**src/rtl/mult_sched_pkg.sv**
```systemverilog
// Shared definitions for mult_scheduler: FSM state codes, index sizing and
// saturation limits derived from the operand width.
package mult_sched_pkg;

  localparam logic [2:0] IDLE  = 3'd0;
  localparam logic [2:0] LOAD  = 3'd1;
  localparam logic [2:0] ISSUE = 3'd2;
  localparam logic [2:0] DRAIN = 3'd3;
  localparam logic [2:0] DONE  = 3'd4;

  // Drain counter only has to reach MULT_STAGES-1 (at most 2).
  localparam int DRAIN_W = 2;

  function automatic int idx_width(input int n);
    return (n > 1) ? $clog2(n) : 1;
  endfunction

  function automatic longint sat_max(input int bits);
    return (64'sd1 <<< (bits - 1)) - 64'sd1;
  endfunction

  function automatic longint sat_min(input int bits);
    return -(64'sd1 <<< (bits - 1));
  endfunction

endpackage

```
**src/rtl/mult_scheduler_shared_mult.sv**
```systemverilog
// Pipelined signed Q1.(BITSIZE-1) multiplier carrying a channel tag.
// Define MULT_SCHEDULER_ROUND_EN to round half-up instead of truncating.
module shared_mult
  import mult_sched_pkg::*;
#(
  parameter int BITSIZE     = 16,
  parameter int MULT_STAGES = 2,
  parameter int TAG_W       = 2
) (
  input  logic                      clk,
  input  logic                      reset,
  input  logic                      in_valid,
  input  logic [TAG_W-1:0]          in_tag,
  input  logic signed [BITSIZE-1:0] a,
  input  logic signed [BITSIZE-1:0] b,
  output logic                      out_valid,
  output logic [TAG_W-1:0]          out_tag,
  output logic signed [BITSIZE-1:0] result
);

  localparam int PW = 2 * BITSIZE;
  localparam logic signed [PW:0] SAT_HI = (PW + 1)'(sat_max(BITSIZE));
  localparam logic signed [PW:0] SAT_LO = (PW + 1)'(sat_min(BITSIZE));
`ifdef MULT_SCHEDULER_ROUND_EN
  localparam logic signed [PW:0] BIAS = (PW + 1)'(64'sd1 <<< (BITSIZE - 2));
`else
  localparam logic signed [PW:0] BIAS = '0;
`endif

  logic signed [PW-1:0]   prod_pipe [MULT_STAGES];
  logic [TAG_W-1:0]       tag_pipe  [MULT_STAGES];
  logic [MULT_STAGES-1:0] valid_pipe;
  logic signed [PW:0]     biased;
  logic signed [PW:0]     scaled;

  // Raw product enters stage 0 so the multiply maps onto a registered DSP.
  always_ff @(posedge clk or posedge reset) begin
    if (reset) begin
      valid_pipe <= '0;
      for (int i = 0; i < MULT_STAGES; i++) begin
        prod_pipe[i] <= '0;
        tag_pipe[i]  <= '0;
      end
    end else begin
      valid_pipe[0] <= in_valid;
      tag_pipe[0]   <= in_tag;
      prod_pipe[0]  <= $signed({{BITSIZE{a[BITSIZE-1]}}, a}) *
                       $signed({{BITSIZE{b[BITSIZE-1]}}, b});
      for (int i = 1; i < MULT_STAGES; i++) begin
        valid_pipe[i] <= valid_pipe[i-1];
        tag_pipe[i]   <= tag_pipe[i-1];
        prod_pipe[i]  <= prod_pipe[i-1];
      end
    end
  end

  // One extra bit keeps the bias add from wrapping before saturation.
  always_comb begin
    biased = {prod_pipe[MULT_STAGES-1][PW-1], prod_pipe[MULT_STAGES-1]} + BIAS;
    scaled = biased >>> (BITSIZE - 1);
    if (scaled > SAT_HI)
      result = SAT_HI[BITSIZE-1:0];
    else if (scaled < SAT_LO)
      result = SAT_LO[BITSIZE-1:0];
    else
      result = scaled[BITSIZE-1:0];
  end

  assign out_valid = valid_pipe[MULT_STAGES-1];
  assign out_tag   = tag_pipe[MULT_STAGES-1];

endmodule

```
**src/rtl/mult_scheduler.sv**
```systemverilog
// Once per LR-clock frame, runs all channel operand pairs through one shared
// multiplier and presents the results together. Rounding: MULT_SCHEDULER_ROUND_EN.
module mult_scheduler
  import mult_sched_pkg::*;
#(
  parameter int BITSIZE     = 16,
  parameter int CHANNELS    = 4,
  parameter int MULT_STAGES = 2
) (
  input  logic                          clk,
  input  logic                          reset,
  input  logic                          lrclk,
  input  logic [CHANNELS-1:0]           enable,
  input  logic [CHANNELS*BITSIZE-1:0]   in1,
  input  logic [CHANNELS*BITSIZE-1:0]   in2,
  output logic [CHANNELS*BITSIZE-1:0]   out,
  output logic                          valid,
  output logic                          busy,
  output logic                          overrun
);

  localparam int KW = idx_width(CHANNELS);
  localparam logic [KW-1:0]      LAST_K = KW'(CHANNELS - 1);
  localparam logic [DRAIN_W-1:0] LAST_D = DRAIN_W'(MULT_STAGES - 1);

  logic                      sync1, sync2, sync3, trig;
  logic [2:0]                state;
  logic [KW-1:0]             k;
  logic [DRAIN_W-1:0]        d_cnt;
  logic [CHANNELS-1:0]       en_snap;
  logic signed [BITSIZE-1:0] a_snap      [CHANNELS];
  logic signed [BITSIZE-1:0] b_snap      [CHANNELS];
  logic signed [BITSIZE-1:0] shadow      [CHANNELS];
  logic signed [BITSIZE-1:0] shadow_next [CHANNELS];
  logic                      res_valid;
  logic [KW-1:0]             res_tag;
  logic signed [BITSIZE-1:0] res;

  // Sync flops reset high so a level already high at reset release is no edge.
  always_ff @(posedge clk or posedge reset) begin
    if (reset) begin
      sync1 <= 1'b1;
      sync2 <= 1'b1;
      sync3 <= 1'b1;
      trig  <= 1'b0;
    end else begin
      sync1 <= lrclk;
      sync2 <= sync1;
      sync3 <= sync2;
      trig  <= sync2 & ~sync3;
    end
  end

  shared_mult #(
    .BITSIZE     (BITSIZE),
    .MULT_STAGES (MULT_STAGES),
    .TAG_W       (KW)
  ) u_mult (
    .clk       (clk),
    .reset     (reset),
    .in_valid  (state == ISSUE),
    .in_tag    (k),
    .a         (a_snap[k]),
    .b         (b_snap[k]),
    .out_valid (res_valid),
    .out_tag   (res_tag),
    .result    (res)
  );

  always_comb begin
    shadow_next = shadow;
    if (res_valid)
      shadow_next[res_tag] = en_snap[res_tag] ? res : '0;
  end

  assign busy = (state != IDLE);

  // out is loaded from shadow_next so the final product lands in the DONE cycle.
  always_ff @(posedge clk or posedge reset) begin
    if (reset) begin
      state   <= IDLE;
      k       <= '0;
      d_cnt   <= '0;
      en_snap <= '0;
      out     <= '0;
      valid   <= 1'b0;
      overrun <= 1'b0;
      for (int i = 0; i < CHANNELS; i++) begin
        a_snap[i] <= '0;
        b_snap[i] <= '0;
        shadow[i] <= '0;
      end
    end else begin
      valid  <= 1'b0;
      shadow <= shadow_next;
      if (trig && state != IDLE)
        overrun <= 1'b1;
      case (state)
        IDLE: if (trig) state <= LOAD;
        LOAD: begin
          en_snap <= enable;
          for (int i = 0; i < CHANNELS; i++) begin
            a_snap[i] <= in1[i*BITSIZE +: BITSIZE];
            b_snap[i] <= in2[i*BITSIZE +: BITSIZE];
          end
          k     <= '0;
          state <= ISSUE;
        end
        ISSUE: begin
          if (k == LAST_K) begin
            d_cnt <= '0;
            state <= DRAIN;
          end else begin
            k <= k + 1'b1;
          end
        end
        DRAIN: begin
          if (d_cnt == LAST_D) begin
            for (int i = 0; i < CHANNELS; i++)
              out[i*BITSIZE +: BITSIZE] <= shadow_next[i];
            valid <= 1'b1;
            state <= DONE;
          end else begin
            d_cnt <= d_cnt + 1'b1;
          end
        end
        DONE:    state <= IDLE;
        default: state <= IDLE;
      endcase
    end
  end

endmodule

```
**config.mk**
```make
export PLATFORM = sky130hd
export DESIGN_NAME = mult_scheduler
export DESIGN_NICKNAME = d
export VERILOG_FILES = /design/src/rtl/mult_sched_pkg.sv /design/src/rtl/mult_scheduler_shared_mult.sv /design/src/rtl/mult_scheduler.sv
export SDC_FILE = /design/constraint.sdc
export NUM_CORES = 1
export LEC_CHECK = 0
export ABC_AREA = 1
export CORE_MARGIN = 4
export CORE_UTILIZATION = 35
export CTS_BUF_LIST = sky130_fd_sc_hd__clkbuf_2 sky130_fd_sc_hd__clkbuf_4 sky130_fd_sc_hd__clkbuf_8
export DETAILED_ROUTE_END_ITERATION = 8
export RECOVER_POWER = 100
export SYNTH_ARGS = -nofsm -noshare
export SYNTH_HDL_FRONTEND = slang
export SYNTH_SLANG_ARGS = --single-unit
```
**constraint.sdc**
```tcl
create_clock -name clk -period 22.5 [get_ports clk]
set_clock_uncertainty 0.1 [all_clocks]
set_input_delay 3.375 -clock clk [delete_from_list [all_inputs] [get_ports clk]]
set_output_delay 3.375 -clock clk [all_outputs]
set_load 0.01 [all_outputs]
```
==> summary.txt <==
Clock network
  • Clock Latency Late Sink: 0.64 ns
  • CTS tree: yes
  • Hold-fix buffers, CTS: 0
  • Resize count post-CTS: 0
  • Clk slew on worst S/H paths: 0.06 ns
  • CTS Root Cell: clkbuf_8
  • Post-CTS Setup Inserts: 0
  • CTS buffer count: 53
  • Clock Sinks: 313
  • Max Root-Sink Buffers: 3
  • CTS HTree Levels: 2

Placement
  • I/O Buffers: 201
  • Final HPWL DP: about 48000 µm
  • Dpl cell area: 25400 µm²
  • RePlAce Congestion: between 0.9 and 1

Yosys
  • Synth Area in Compound Gates: 8.06%
  • Avg Inst Size Synth: 9.49 µm²
  • Yosys top cell area share: 34.4%
  • Largest family of logic cells by synthesized area: adder cells
  • Adder-cell share of the synthesized area: 27.7%
  • Post-synthesis xor/xnor area fraction: less than 1%
  • Top_reg_cell synth: dfrtp_1
  • Mapped Cells: 2376
  • Flops & latches, synth: 313
  • Syn. warnings: 0
  • Mux share of post-synthesis cell area: 5.69%
  • Simple-gate area share of the yosys netlist: 12.8%
  • Synthesized net count: 2853
  • Number of synthesized flops with an enable pin: 0
  • Library cells used by synthesis: between 40 and 50
  • Syn Std Cell Area: 22600 µm²
  • Area contributors post-synth: dfrtp_1 (34%), fa_1 (23%), inv_1 (8.2%)
  • FFs w/ async S/R, synth: 100%
  • Seq/Total Area, Yosys: 34.7%
  • Yosys top cell by area: dfrtp_1

Floorplanning
  • Die W: roughly 260 µm
  • Starting Density: 35.6%
  • Floorplan row count: 92
  • Die Y: 262 µm
  • Die Area: 68600 µm²
  • Ports: 202
  • Core area: 63400 µm²

Setup path
  • Worst EP required: 23.01 ns
  • Critical Path Sink Type: async pin
  • Setup CP Type: input pin to async pin
  • Worst-path fanout max: 116
  • Worst r2r path cells: 24
  • Arrival time worst endpoint: 13.10 ns
  • Setup crit start kind: input pin

Outcome
  • Failing checks: capacitance limit, slew limit
  • Outcome: complete, but fails checks

Finish
  • Commonest non-fill, non-tap cell in the layout: inv_1
  • Final nets: 3044
  • Fin area: ~27000 µm²
  • Layout cells sized above 1: between 10% and 20%
  • Most frequent cells in the layout: inv_1 (491), nand2_1 (413), dfrtp_1 (310)
  • Synth-to-Final Area Change: 17.9%

Global route
  • Vias in the first global route: about 18000
  • Initial antenna violation count: 1
  • Global-route usage over all layers: 18.2%
  • Gr ovfl total: 0
  • Largest net degree at the start of global routing: around 120
  • First-pass GRT wire length: 97300 µm

Hold path
  • WHS Path Cells: 0
  • Worst hold-check path type: register to register

Timing
  • Period utilization: 56.0%
  • RSZ-0062 raised after global routing: false
  • Period minus WS final: 12.59 ns
  • Max Freq: 0.0794 GHz
  • Setup TNS: 0 ns
  • Rel. slew slack: -246%
  • Final Hold Fails: 0
  • Pins Over Slew Limit: 419
  • Worst Tran Pin Value: 5.16 ns
  • Final setup viols: 0

Detailed routing
  • Final Routed Wirelength: 61000 µm
  • Pre-Repair DR Iteration Count: 6
  • Routed Antenna Nets: 0
  • Vias: 16500
  • Routed wire length per instance: 17.7 µm
  • DRC viols: 0
  • Drt via density: 4.76
  • Initial DRC Count: 1157

Job
  • Max-Cap Viols: 5
## sequential cells by signal, summed over array words and instances, names as in the netlist, 2 cells and up
register and count:
u_mult.tag_pipe 2, b_snap 64, d_cnt 2, u_mult.prod_pipe 34, out 64, k 2, u_mult.out_tag 2, shadow 64
a_snap 64, en_snap 4, u_mult.valid_pipe 2, state 3
## stage by stage
stage | setup slack (ns) | hold slack (ns) | utilization [%] | instances
floorplan | 10.37 | 0.231 | - | 2376
global placement | 14.81 | 0.235 | 40.0 | 3358
CTS | 14.62 | 0.250 | 42.0 | 3453
detailed placement | 14.68 | 0.237 | 40.0 | 3358
finish | 9.91 | 0.250 | 41.9 | 3454
global route | 7.85 | 0.255 | 41.9 | 3454
## path summary, 6_finish.rpt
check	startpoint	end	slack (ns)
setup / recovery	reset	shadow[17]	9.91
hold / removal	u_mult.valid_pipe[0]	u_mult.valid_pipe[1]	0.25
setup reg to reg	k[0]	u_mult.prod_pipe[62]	12.41
hold reg to reg	u_mult.valid_pipe[0]	u_mult.valid_pipe[1]	0.25
max in group clk	k[0]	u_mult.prod_pipe[62]	12.41
min in group asynchronous	reset	trig	4.66
## layer usage
metal	global-route usage [%]	share of wire, %	vias up
met5	0	0	-
met4	5.19	2.2	0
met3	2.85	5.0	95
met2	32.0	51	418
met1	23.3	42	8317
li1	-	-	7620
## cells by family after synthesis
| logic type | Yosys count |
|---|---|
| AO/OA/AOI/OAI | 281 |
| XOR/XNOR | 19 |
| AND/OR/NAND/NOR | 712 |
| flip-flops | 313 |
| buffers and inverters | 595 |
| adder cells (fa/ha/maj) | 342 |
| multiplexers | 114 |
## cell usage after synthesis, drive strengths merged (6+ instances only)
library cell and count:
a21o 8, a21oi 78, a31oi 11, a32oi 28
buf 43, clkbuf 37, dfrtp 310, fa 261
ha 81, inv 515, mux2 114, nand2 417
nand3 26, nor2 217, nor3 6, o21ai 139
or2 43, xnor2 7, xor2 12
## worst max-delay path, stage by stage
cell,delay (ns)
dlygate4sd3_1,0.54
clkinvlp_2,2.83
clkbuf_1,3.05
clkbuf_1,2.16
buf_4,0.96
## cell type report
cell class	instances	area (µm²)
clock inverter	13	179
clock buffer	82	1070
antenna	1	2.50
timing repair buffer	216	2110
fill	6105	36800
sequential	313	7840
tap	846	1060
inverter	515	1940
multi-input combinational	1468	12400
Power is not shown: default switching activity piles up to over one toggle a cycle in this logic, so the estimate is an artifact.
